## config.mk

```make
export PLATFORM = sky130hd
export DESIGN_NAME = fb_stream_reader
export DESIGN_NICKNAME = d
export VERILOG_FILES = /design/src/rtl/fb_stream_reader.sv
export SDC_FILE = /design/constraint.sdc
export NUM_CORES = 1
export LEC_CHECK = 0
export CORE_ASPECT_RATIO = 1.25
export CORE_MARGIN = 2
export CORE_UTILIZATION = 51
export DETAILED_ROUTE_END_ITERATION = 12
export PLACE_DENSITY_LB_ADDON = 0.3
export SLEW_MARGIN = 5
export SYNTH_ARGS = -nofsm -noshare
export SYNTH_HDL_FRONTEND = slang
export SYNTH_SLANG_ARGS = --single-unit
export TNS_END_PERCENT = 5
```

## constraint.sdc

```tcl
create_clock -name clk -period 4.4 [get_ports clk]
set_input_delay 1.1 -clock clk [delete_from_list [all_inputs] [get_ports clk]]
set_output_delay 1.1 -clock clk [all_outputs]
set_load 0.1 [all_outputs]
```

## src/rtl/fb_stream_reader.sv

```systemverilog
// Read-side master for the video line/frame RAM: walks base..base+count-1 and re-times RAM data
// through a 2-entry skid FIFO onto a valid/ready stream. Define FB_STREAM_READER_LAST_EN to add m_last.
module fb_stream_reader #(
   parameter int ADDR_WIDTH = 8,
   parameter int DATA_WIDTH = 8
) (
   input  logic                  clk,
   input  logic                  rst_n,
   input  logic                  start,
   input  logic [ADDR_WIDTH-1:0] base,
   input  logic [ADDR_WIDTH:0]   count,
   output logic                  busy,
   output logic                  done,
   output logic [ADDR_WIDTH-1:0] raddr,
   input  logic [DATA_WIDTH-1:0] rdata,
   output logic                  m_valid,
   input  logic                  m_ready,
`ifdef FB_STREAM_READER_LAST_EN
   output logic                  m_last,
`endif
   output logic [DATA_WIDTH-1:0] m_data
);

   typedef enum logic [1:0] {
      ST_IDLE  = 2'd0,
      ST_RUN   = 2'd1,
      ST_DRAIN = 2'd2
   } state_t;

   localparam logic [ADDR_WIDTH-1:0] ADDR_ONE = {{(ADDR_WIDTH-1){1'b0}}, 1'b1};
   localparam logic [ADDR_WIDTH:0]   CNT_ONE  = {{ADDR_WIDTH{1'b0}}, 1'b1};
   localparam logic [ADDR_WIDTH:0]   CNT_ZERO = {(ADDR_WIDTH+1){1'b0}};

   state_t                  state_r, state_s;
   logic                    busy_r, done_r;
   logic                    accept_s, issue_s, done_s;
   logic [ADDR_WIDTH-1:0]   addr_r, raddr_r;
   logic [ADDR_WIDTH:0]     remain_r;
   logic                    inflight_r;
   logic [1:0]              occ_r, occ_next_s;
   logic [2:0]              level_s;
   logic                    pop_s;
   logic [DATA_WIDTH-1:0]   head_r, tail_r;

   assign m_valid    = (occ_r != 2'd0);
   assign m_data     = head_r;
   assign busy       = busy_r;
   assign done       = done_r;
   assign pop_s      = m_valid & m_ready;
   // Words held or owed to the FIFO once this cycle's pop has left; a read may issue only below 2.
   assign level_s    = {1'b0, occ_r} + {2'b00, inflight_r} - {2'b00, pop_s};
   assign occ_next_s = occ_r + {1'b0, inflight_r} - {1'b0, pop_s};
   assign raddr      = issue_s ? addr_r : raddr_r;

   // Next-state, read-issue and completion decode
   always_comb begin
      state_s  = state_r;
      accept_s = 1'b0;
      issue_s  = 1'b0;
      done_s   = 1'b0;
      case (state_r)
         ST_IDLE: begin
            if (start) begin
               if (count != CNT_ZERO) begin
                  accept_s = 1'b1;
                  state_s  = ST_RUN;
               end else begin
                  done_s = 1'b1;
               end
            end else begin
               state_s = ST_IDLE;
            end
         end
         ST_RUN: begin
            if (level_s < 3'd2) begin
               issue_s = 1'b1;
               if (remain_r == CNT_ONE) begin
                  state_s = ST_DRAIN;
               end else begin
                  state_s = ST_RUN;
               end
            end else begin
               state_s = ST_RUN;
            end
         end
         ST_DRAIN: begin
            if (occ_next_s == 2'd0) begin
               state_s = ST_IDLE;
               done_s  = 1'b1;
            end else begin
               state_s = ST_DRAIN;
            end
         end
         default: begin
            state_s = ST_IDLE;
         end
      endcase
   end

   // FSM state and registered status outputs
   always_ff @(posedge clk or negedge rst_n) begin
      if (!rst_n) begin
         state_r <= ST_IDLE;
         busy_r  <= 1'b0;
         done_r  <= 1'b0;
      end else begin
         state_r <= state_s;
         busy_r  <= (state_s != ST_IDLE);
         done_r  <= done_s;
      end
   end

   // Command address/count tracking and in-flight read flag
   always_ff @(posedge clk or negedge rst_n) begin
      if (!rst_n) begin
         addr_r     <= {ADDR_WIDTH{1'b0}};
         raddr_r    <= {ADDR_WIDTH{1'b0}};
         remain_r   <= CNT_ZERO;
         inflight_r <= 1'b0;
      end else begin
         inflight_r <= issue_s;
         if (accept_s) begin
            addr_r   <= base;
            remain_r <= count;
         end else if (issue_s) begin
            raddr_r  <= addr_r;
            addr_r   <= addr_r + ADDR_ONE;
            remain_r <= remain_r - CNT_ONE;
         end else begin
            addr_r   <= addr_r;
            remain_r <= remain_r;
         end
      end
   end

   // Two-entry skid FIFO: head_r drives the stream, tail_r absorbs one word of backpressure
   always_ff @(posedge clk or negedge rst_n) begin
      if (!rst_n) begin
         occ_r  <= 2'd0;
         head_r <= {DATA_WIDTH{1'b0}};
         tail_r <= {DATA_WIDTH{1'b0}};
      end else begin
         occ_r <= occ_next_s;
         case ({inflight_r, pop_s})
            2'b10: begin
               if (occ_r == 2'd0) begin
                  head_r <= rdata;
               end else begin
                  tail_r <= rdata;
               end
            end
            2'b01: begin
               head_r <= tail_r;
            end
            2'b11: begin
               if (occ_r == 2'd1) begin
                  head_r <= rdata;
               end else begin
                  head_r <= tail_r;
                  tail_r <= rdata;
               end
            end
            default: begin
               head_r <= head_r;
            end
         endcase
      end
   end

`ifdef FB_STREAM_READER_LAST_EN
   logic inflight_last_r, head_last_r, tail_last_r;

   assign m_last = head_last_r & m_valid;

   // Final-word flag travels with its read and FIFO entry
   always_ff @(posedge clk or negedge rst_n) begin
      if (!rst_n) begin
         inflight_last_r <= 1'b0;
         head_last_r     <= 1'b0;
         tail_last_r     <= 1'b0;
      end else begin
         inflight_last_r <= issue_s && (remain_r == CNT_ONE);
         case ({inflight_r, pop_s})
            2'b10: begin
               if (occ_r == 2'd0) begin
                  head_last_r <= inflight_last_r;
               end else begin
                  tail_last_r <= inflight_last_r;
               end
            end
            2'b01: begin
               head_last_r <= tail_last_r;
            end
            2'b11: begin
               if (occ_r == 2'd1) begin
                  head_last_r <= inflight_last_r;
               end else begin
                  head_last_r <= tail_last_r;
                  tail_last_r <= inflight_last_r;
               end
            end
            default: begin
               head_last_r <= head_last_r;
            end
         endcase
      end
   end
`endif

endmodule

```

# Word level (Yosys, flattened, before mapping)
# Index checks and enable logic that the tools add are counted.
# totals
register_bits,48
input_bits,29
out_inout_bits,19
word_cells,65
# classes
n_addsub,6
n_lt_le_gt_ge,1
n_eq_ne,10
muxes,26
bitwise_logic,1
reduce_logical,11
# op_table
cell,count
8-bit 2-to-1 mux,7
8-bit one-hot mux with 3 select lines,1
9-bit 2-to-1 mux,2
8-bit one-hot mux with 2 select lines,1
2-bit 2-to-1 mux,5
"9-bit by 1-bit equality test with 1-bit output, second input constant",1
9-bit nonzero test,1
"9-bit by 1-bit subtractor with 9-bit output, second input constant",1
"8-bit by 1-bit adder with 8-bit output, second input constant",1
1-bit 2-to-1 mux,8
2-bit nonzero test,4
"2-bit by 1-bit equality test with 1-bit output, second input constant",3
"2-bit equality test, second input constant",3
2-bit logical NOT,3
"2-bit inequality test, second input constant",3
2-bit one-hot mux with 3 select lines,1
2-bit by 1-bit adder with 3-bit output,1
"3-bit by 2-bit < comparator with 1-bit output, second input constant",1
3-bit AND reduction,1
3-bit nonzero test,1
3-bit by 1-bit subtractor with 3-bit output,1
2-bit by 1-bit adder with 2-bit output,1
1-bit one-hot mux with 2 select lines,1
2-bit AND reduction,1
2 further kinds,2

# Longest topological paths before layout
# Gate-level depths: netlist of run 1.
# depth
ltp_word,8
depth_mapped,9
depth_no_buf,9

# Worst setup path after synthesis of run 1
# No wires, ideal clock.
# synth_path
kind,input -> output
startpoint,in m_ready
endpoint,out raddr[4]
t_arrival_ps,3455
required_time_ps,3300
setup_slack_ps,-155
cell_stages,9
n_path_buf,0
cell_sequence,nand3b_1 > nand2b_1 > ha_1 > fa_1 > nor3b_2 > nand2_4 > inv_2 > nand2_1 > nand2_1
# synth_between
elab_chain_len,6
# synth_lines
element,line_no,rtl
start: declaration,17,"input logic m_ready,"
1-bit AND,49,assign pop_s = m_valid & m_ready;
3-bit by 1-bit subtractor with 3-bit output,51,"assign level_s = {1'b0, occ_r} + {2'b00, inflight_r} - {2'b00, pop_s};"
named net level_s[1],41,logic [2:0] level_s;
3-bit by 2-bit < comparator with 1-bit output,75,if (level_s < 3'd2) begin
1-bit 2-to-1 mux,75,
1-bit 2-to-1 mux,61,case (state_r)
named net issue_s,36,"logic accept_s, issue_s, done_s;"
8-bit 2-to-1 mux,--,
end: declaration,14,"output logic [ADDR_WIDTH-1:0] raddr,"
# The timed path passes the listed nets, and every way through them passes these cells.

# Worst setup path in the final report of run 1
# layout_path
startpoint,in m_ready
endpoint,out raddr[1]
# layout_between
elab_chain_len,6
# layout_lines
element,line_no
1-bit AND,49
3-bit by 1-bit subtractor with 3-bit output,51
named net level_s[1],41
3-bit by 2-bit < comparator with 1-bit output,75
1-bit 2-to-1 mux,75
1-bit 2-to-1 mux,61
8-bit 2-to-1 mux,--
# The timed path passes the listed nets, and every way through them passes these cells.

==> impl_metrics.toml, run 1 <==
[grt]
grt_pass1_wl_microns = 9800
grt_usage_pct = 24.3
grt_max_degree = 49
grt_pass1_vias = 2091
antenna_found_initial = 0
grt_overflow = 0

[clocking]
clkSinkCount = 48
root_buffer = "clkbuf_8"
cts_tree = "done"
clkLatencyLatePin_ns = 0.30
cts_buffer_depth = 2
cts_buffers = 5
cts_max_level = 2
path_clk_slew_ns = 0.10
holdBufCountCts = 0

[detailed_routing]
drc = 0
routed_wl_microns = 5810
ant_nets = 0
num_vias = 2052
via_per_inst = 5.97
first_pass_iters = 4
drt_iter0_drc = 108
wl_per_cell_microns = 16.9

[worst_hold_path]
hold_end = "m_data[3]"
hold_path_depth = 2
hp-start = "m_data[3]"
hp-class = "flop to flop"

[sta]
tightest_slew_ns = 1.06
final_max_slew_viol_count = 0
fin_skew_ns = 0.0110
min_period_ns = 4.26
worst_slack_ns = 0.142
max_clock_freq_ghz = 0.235
rsz0062_at_grt = "no"
min_period_over_period_pct = 96.8
setup_viol = 0
hold_viol_final = 0
maxSlewHeadroom_pct = 29.2

[critical_path]
path_cells = "clkbuf_2 > nand3b_1 > nand2b_4 > ha_2 > fa_2 > nor3b_4 > nand2_2 > mux2_4 > buf_12"
arrival_ns = 3.16
worstReg2RegEnd = "addr_r[7]"
crit_fanout = 4
crit_path_end_kind = "primary output"
reg2reg_from = "occ_r[1]"
cp.required_ns = 3.30
crit_path_top_delay_cell = "fa_2"
critPathKind = "input port to primary output"
r2r_slack_ns = 1.25
cp-start-kind = "input port"
cpPeakStageDelay_ns = 0.48
reg2reg_depth = 11

[placement]
port_buffers = 47
place_hpwl_microns = 4010
placed_cell_area_sq_um = 3070
pre_cts_ws_ns = -0.319
gp_congestion = 0.890

[finish]
layout_commonest_cell = "dfrtp_1"
fill_cells = 328
syn2layout_area_growth_pct = 37.7
nNetsFinal = 319
n_antenna_cell = 0
design_area_sq_um = 3290
drive_above_1_share_pct = 26.2
layout_common_cells = "48 x dfrtp_1, 37 x clkdlybuf4s50_1, 19 x mux2_2, 19 x buf_4, 18 x nand2_1"

[logic_synthesis]
ys_ff_latch = 48
syn_area_per_cell_sq_um = 11.1
synth_fp_nets = 249
synthCells = 215
async_flop_share_pct = 100
synth-edff-count = 0
ys_seq_area_share_pct = 50.2
synth_top_family_by_area = "simple AND/OR/NAND/NOR gates"
synth-compound-area-share_pct = 13.8
ys.flop_type = "dfrtp_1"
yosys_warnings = 0
synth-simple-area-share_pct = 16.6
synth_cell_types = 43
synth_mux_area_share_pct = 11.5
synth_fa_ha_area_share_pct = 2.93
synthXorXnorAreaFrac_pct = 2.88
mappedNetlistArea_sq_um = 2390

[run_status]
status = "complete, no violations"

[floorplan]
die_w_microns = 65.2
start_util_pct = 53.6
core_area_sq_um = 4460
rows = 27
fp.dieH_microns = 80.6
io_pins = 48
fp.dieArea_sq_um = 5260

[flow_run]
cap_violations = 0
==> through the flow <==
stage	hold slack (ns)	TNS, ns	std cells	utilization, %
after global placement	0.458	-1.65	326	68.9
final	0.483	0	344	73.8
after detailed placement	0.469	-2.49	326	68.9
after global routing	0.531	0	344	73.8
after CTS	0.491	0	341	73.0
after floorplan	0.439	-0.738	215	-
==> sequential cells by signal, summed over array words and instances, names as in the netlist <==
signal and flops:
state_r 2, remain_r 9, addr_r 8, occ_r 2
done 1, tail_r 8, raddr_r 8, inflight_r 1
busy 1, m_data 8
==> layer usage <==
layer  GRT usage (%)  wire (microns)
met1            28.4            2180
met2            44.4            3100
met3            4.62             368
met4            7.50             170
met5               0               0
==> logic make-up after synthesis <==
family	Yosys count
and+or+nand+nor	73
xor gates and xnor gates	7
AOI/OAI and AO/OA	45
muxes	25
buffers and inverters	12
adders and majority gates	5
DFF	48
==> synthesized netlist by cell type (all sizes together), types with 3 or more instances <==
library cell,instances,share of area [%]
dfrtp,48,50
nor3,6,1.3
ha,4,2.1
nand2,21,3.6
nand2b,4,1.0
nand3,7,1.5
mux2,20,9.4
mux2i,5,2.1
a221o,7,2.9
nand4,9,2.4
nor4,3,0.79
nor3b,3,1.2
a21o,7,2.2
xor2,6,2.5
a22o,7,2.6
nor2,8,1.3
clkbuf,3,0.47
inv,7,1.1
o21ai,12,2.5
==> final cells by class <==
cell class                      count  area (sq um)  share of cell area, %
Tap cell                           58          72.6                   2.20
Inverter                            7          28.8                  0.874
Timing Repair Buffer               66           683                   20.8
Clock buffer                        6          82.6                   2.51
Sequential cell                    48          1200                   36.5
Multi-Input combinational cell    157          1180                   36.0
Clock inverter                      2          38.8                   1.18
==> critical path: cells and delay by family <==
family,cells,cell delay (ns)
fa+ha+maj,2,0.66
buf+inv,2,0.30
mux,1,0.34
simple gates,4,0.75
==> what timing repair did <==
item                       in CTS  in global routing
pin swaps                       2                  2
buffers inserted                5                  3
cloned                          2                  0
resized for setup               4                  7
setup endpoints to repair       8                  8
==> worst max-delay path by stage <==
stage	slack, ns	start	depth (start not counted)	end
floorplan	-0.15	m_ready	9	raddr[7]
global placement	-0.21	m_ready	11	raddr[7]
detailed placement	-0.32	m_ready	9	raddr[0]
CTS	0.03	m_ready	9	raddr[2]
global route	0.1	m_ready	9	raddr[1]
finish	0.14	m_ready	9	raddr[1]
Power of run 1 is left out: the tool's default activity adds up to more than one toggle a clock period on the data nets, which glitch-free logic cannot reach.
==> run 2, diff against run 1 <==
- CAP_MARGIN: not set -> 30
==> impl_metrics.toml, run 2 (synthesis gave the netlist of run 1 again) <==
[sta]
min_period_over_period_pct = 97.0
min_period_ns = 4.27
maxSlewHeadroom_pct = 35.2
final_max_slew_viol_count = 0
tns_ns = 0
rsz0062_at_grt = "no"
setup_viol = 0
max_clock_freq_ghz = 0.234
tightest_slew_ns = 0.969
fin_skew_ns = 0.0120
hold_viol_final = 0
worst_slack_ns = 0.134

[worst_hold_path]
hp-start = "m_data[3]"
hold_path_depth = 2
hold_end = "m_data[3]"
hp-class = "flop to flop"

[clocking]
cts_buffers = 5
clkLatencyLatePin_ns = 0.31
clkSinkCount = 48
cts_buffer_depth = 2
path_clk_slew_ns = 0.10
cts_max_level = 2
cts_tree = "done"
root_buffer = "clkbuf_8"

[placement]
gp_congestion = 0.890
port_buffers = 47
pre_cts_ws_ns = -0.322
place_hpwl_microns = 4090
dp_cells = 327

[finish]
fin_cells = 343
largest_reg_flops = 9
n_antenna_cell = 0
layout_commonest_cell = "dfrtp_1"
layout_common_cells = "48 x dfrtp_1, 37 x clkdlybuf4s50_1, 19 x nand2_1, 19 x mux2_2, 17 x buf_4"
max_flop_register = "remain_r"
syn2layout_area_growth_pct = 37.7
fill_cells = 334
nNetsFinal = 318
drive_above_1_share_pct = 25.6

[critical_path]
reg2reg_depth = 10
reg2reg_from = "occ_r[1]"
crit_cells = 9
crit_path_top_delay_cell = "fa_2"
r2r_slack_ns = 1.41
critPathBufInv = 2
critPathKind = "input port to primary output"
crit_fanout = 5
worstReg2RegEnd = "addr_r[7]"
cpPeakStageDelay_ns = 0.48
crit_path_end_kind = "primary output"
arrival_ns = 3.17
path_cells = "clkbuf_2 > nand3b_1 > nand2b_4 > ha_2 > fa_2 > nor3b_4 > nand2_2 > mux2_4 > buf_12"
cp-start-kind = "input port"
cp.required_ns = 3.30
cp_top_family = "simple AND/OR/NAND/NOR gates"

[floorplan]
rows = 27
fp.dieArea_sq_um = 5260
start_util_pct = 53.6
fp.dieH_microns = 80.6
io_pins = 48
core_area_sq_um = 4460
die_w_microns = 65.2

[detailed_routing]
ant_nets = 0
via_per_inst = 5.86
drc = 0
routed_wl_microns = 5730
first_pass_iters = 4
drt_iter0_drc = 103
wl_per_cell_microns = 16.7
num_vias = 2011

[grt]
grt_overflow = 0
grt_pass1_wl_microns = 9660
grt_pass1_vias = 2089
antenna_found_initial = 0
grt_usage_pct = 24.1
grt_max_degree = 26

[flow_run]
cap_violations = 0

[run_status]
status = "complete, no violations"
## run 2: metrics by stage
| stage | util [%] | hold slack [ns] | instance area [sq um] |
|---|---|---|---|
| CTS | 73.4 | 0.492 | 3270 |
| finish | 73.8 | 0.484 | 3290 |
| floorplan | - | 0.439 | 2390 |
| detailed placement | 69.5 | 0.469 | 3100 |
| global route | 73.8 | 0.531 | 3290 |
| global placement | 68.9 | 0.458 | 3070 |
## run 2: worst reg2reg max path: stages, from the launching register on
cell and delay [ns]:
dfrtp_1 0.48, nand3b_1 0.18, nand2b_4 0.11, ha_2 0.18
fa_2 0.48, nor3b_4 0.32, nand2_2 0.18, buf_4 0.17
buf_4 0.15, or4_1 0.50, a31oi_1 0.17
## run 2: cell type report
class	count	area (sq um)	share of cell area (%)
Clock inverter	3	46.3	1.41
Sequential cell	48	1200	36.5
Timing Repair Buffer	65	696	21.1
Clock buffer	5	68.8	2.09
Tap cell	58	72.6	2.20
Multi-Input combinational cell	157	1180	35.9
Inverter	7	26.3	0.798
## run 2: repair_timing
item	in CTS	in global routing
pin swaps	2	2
setup buffers	5	1
hold buffers	0	0
endpoints found under the hold margin	0	0
cloned	2	0
setup endpoints to repair	8	8
resized for setup	3	6
## run 2: worst max-delay path by stage
| stage | start | end |
|---|---|---|
| floorplan | m_ready | raddr[7] |
| detailed placement | m_ready | raddr[7] |
| global route | m_ready | raddr[1] |
| global placement | m_ready | raddr[7] |
| finish | m_ready | raddr[1] |
| CTS | m_ready | raddr[2] |
## run 2: metal layers
layer	up-vias	track usage (%)	routed length (microns)
met4	0	9.58	109
met2	57	43.4	3150
met5	-	0	0
met3	11	4.20	202
li1	942	-	-
met1	1001	28.2	2270
Power of run 2 is left out for the same reason.
==> run 3, diff against run 2 <==
- TNS_END_PERCENT: 5 -> 20
==> results of run 3 <==
The final DEF is identical to that of run 2; final timing and power are the same.
Power of run 3 is left out for the same reason.
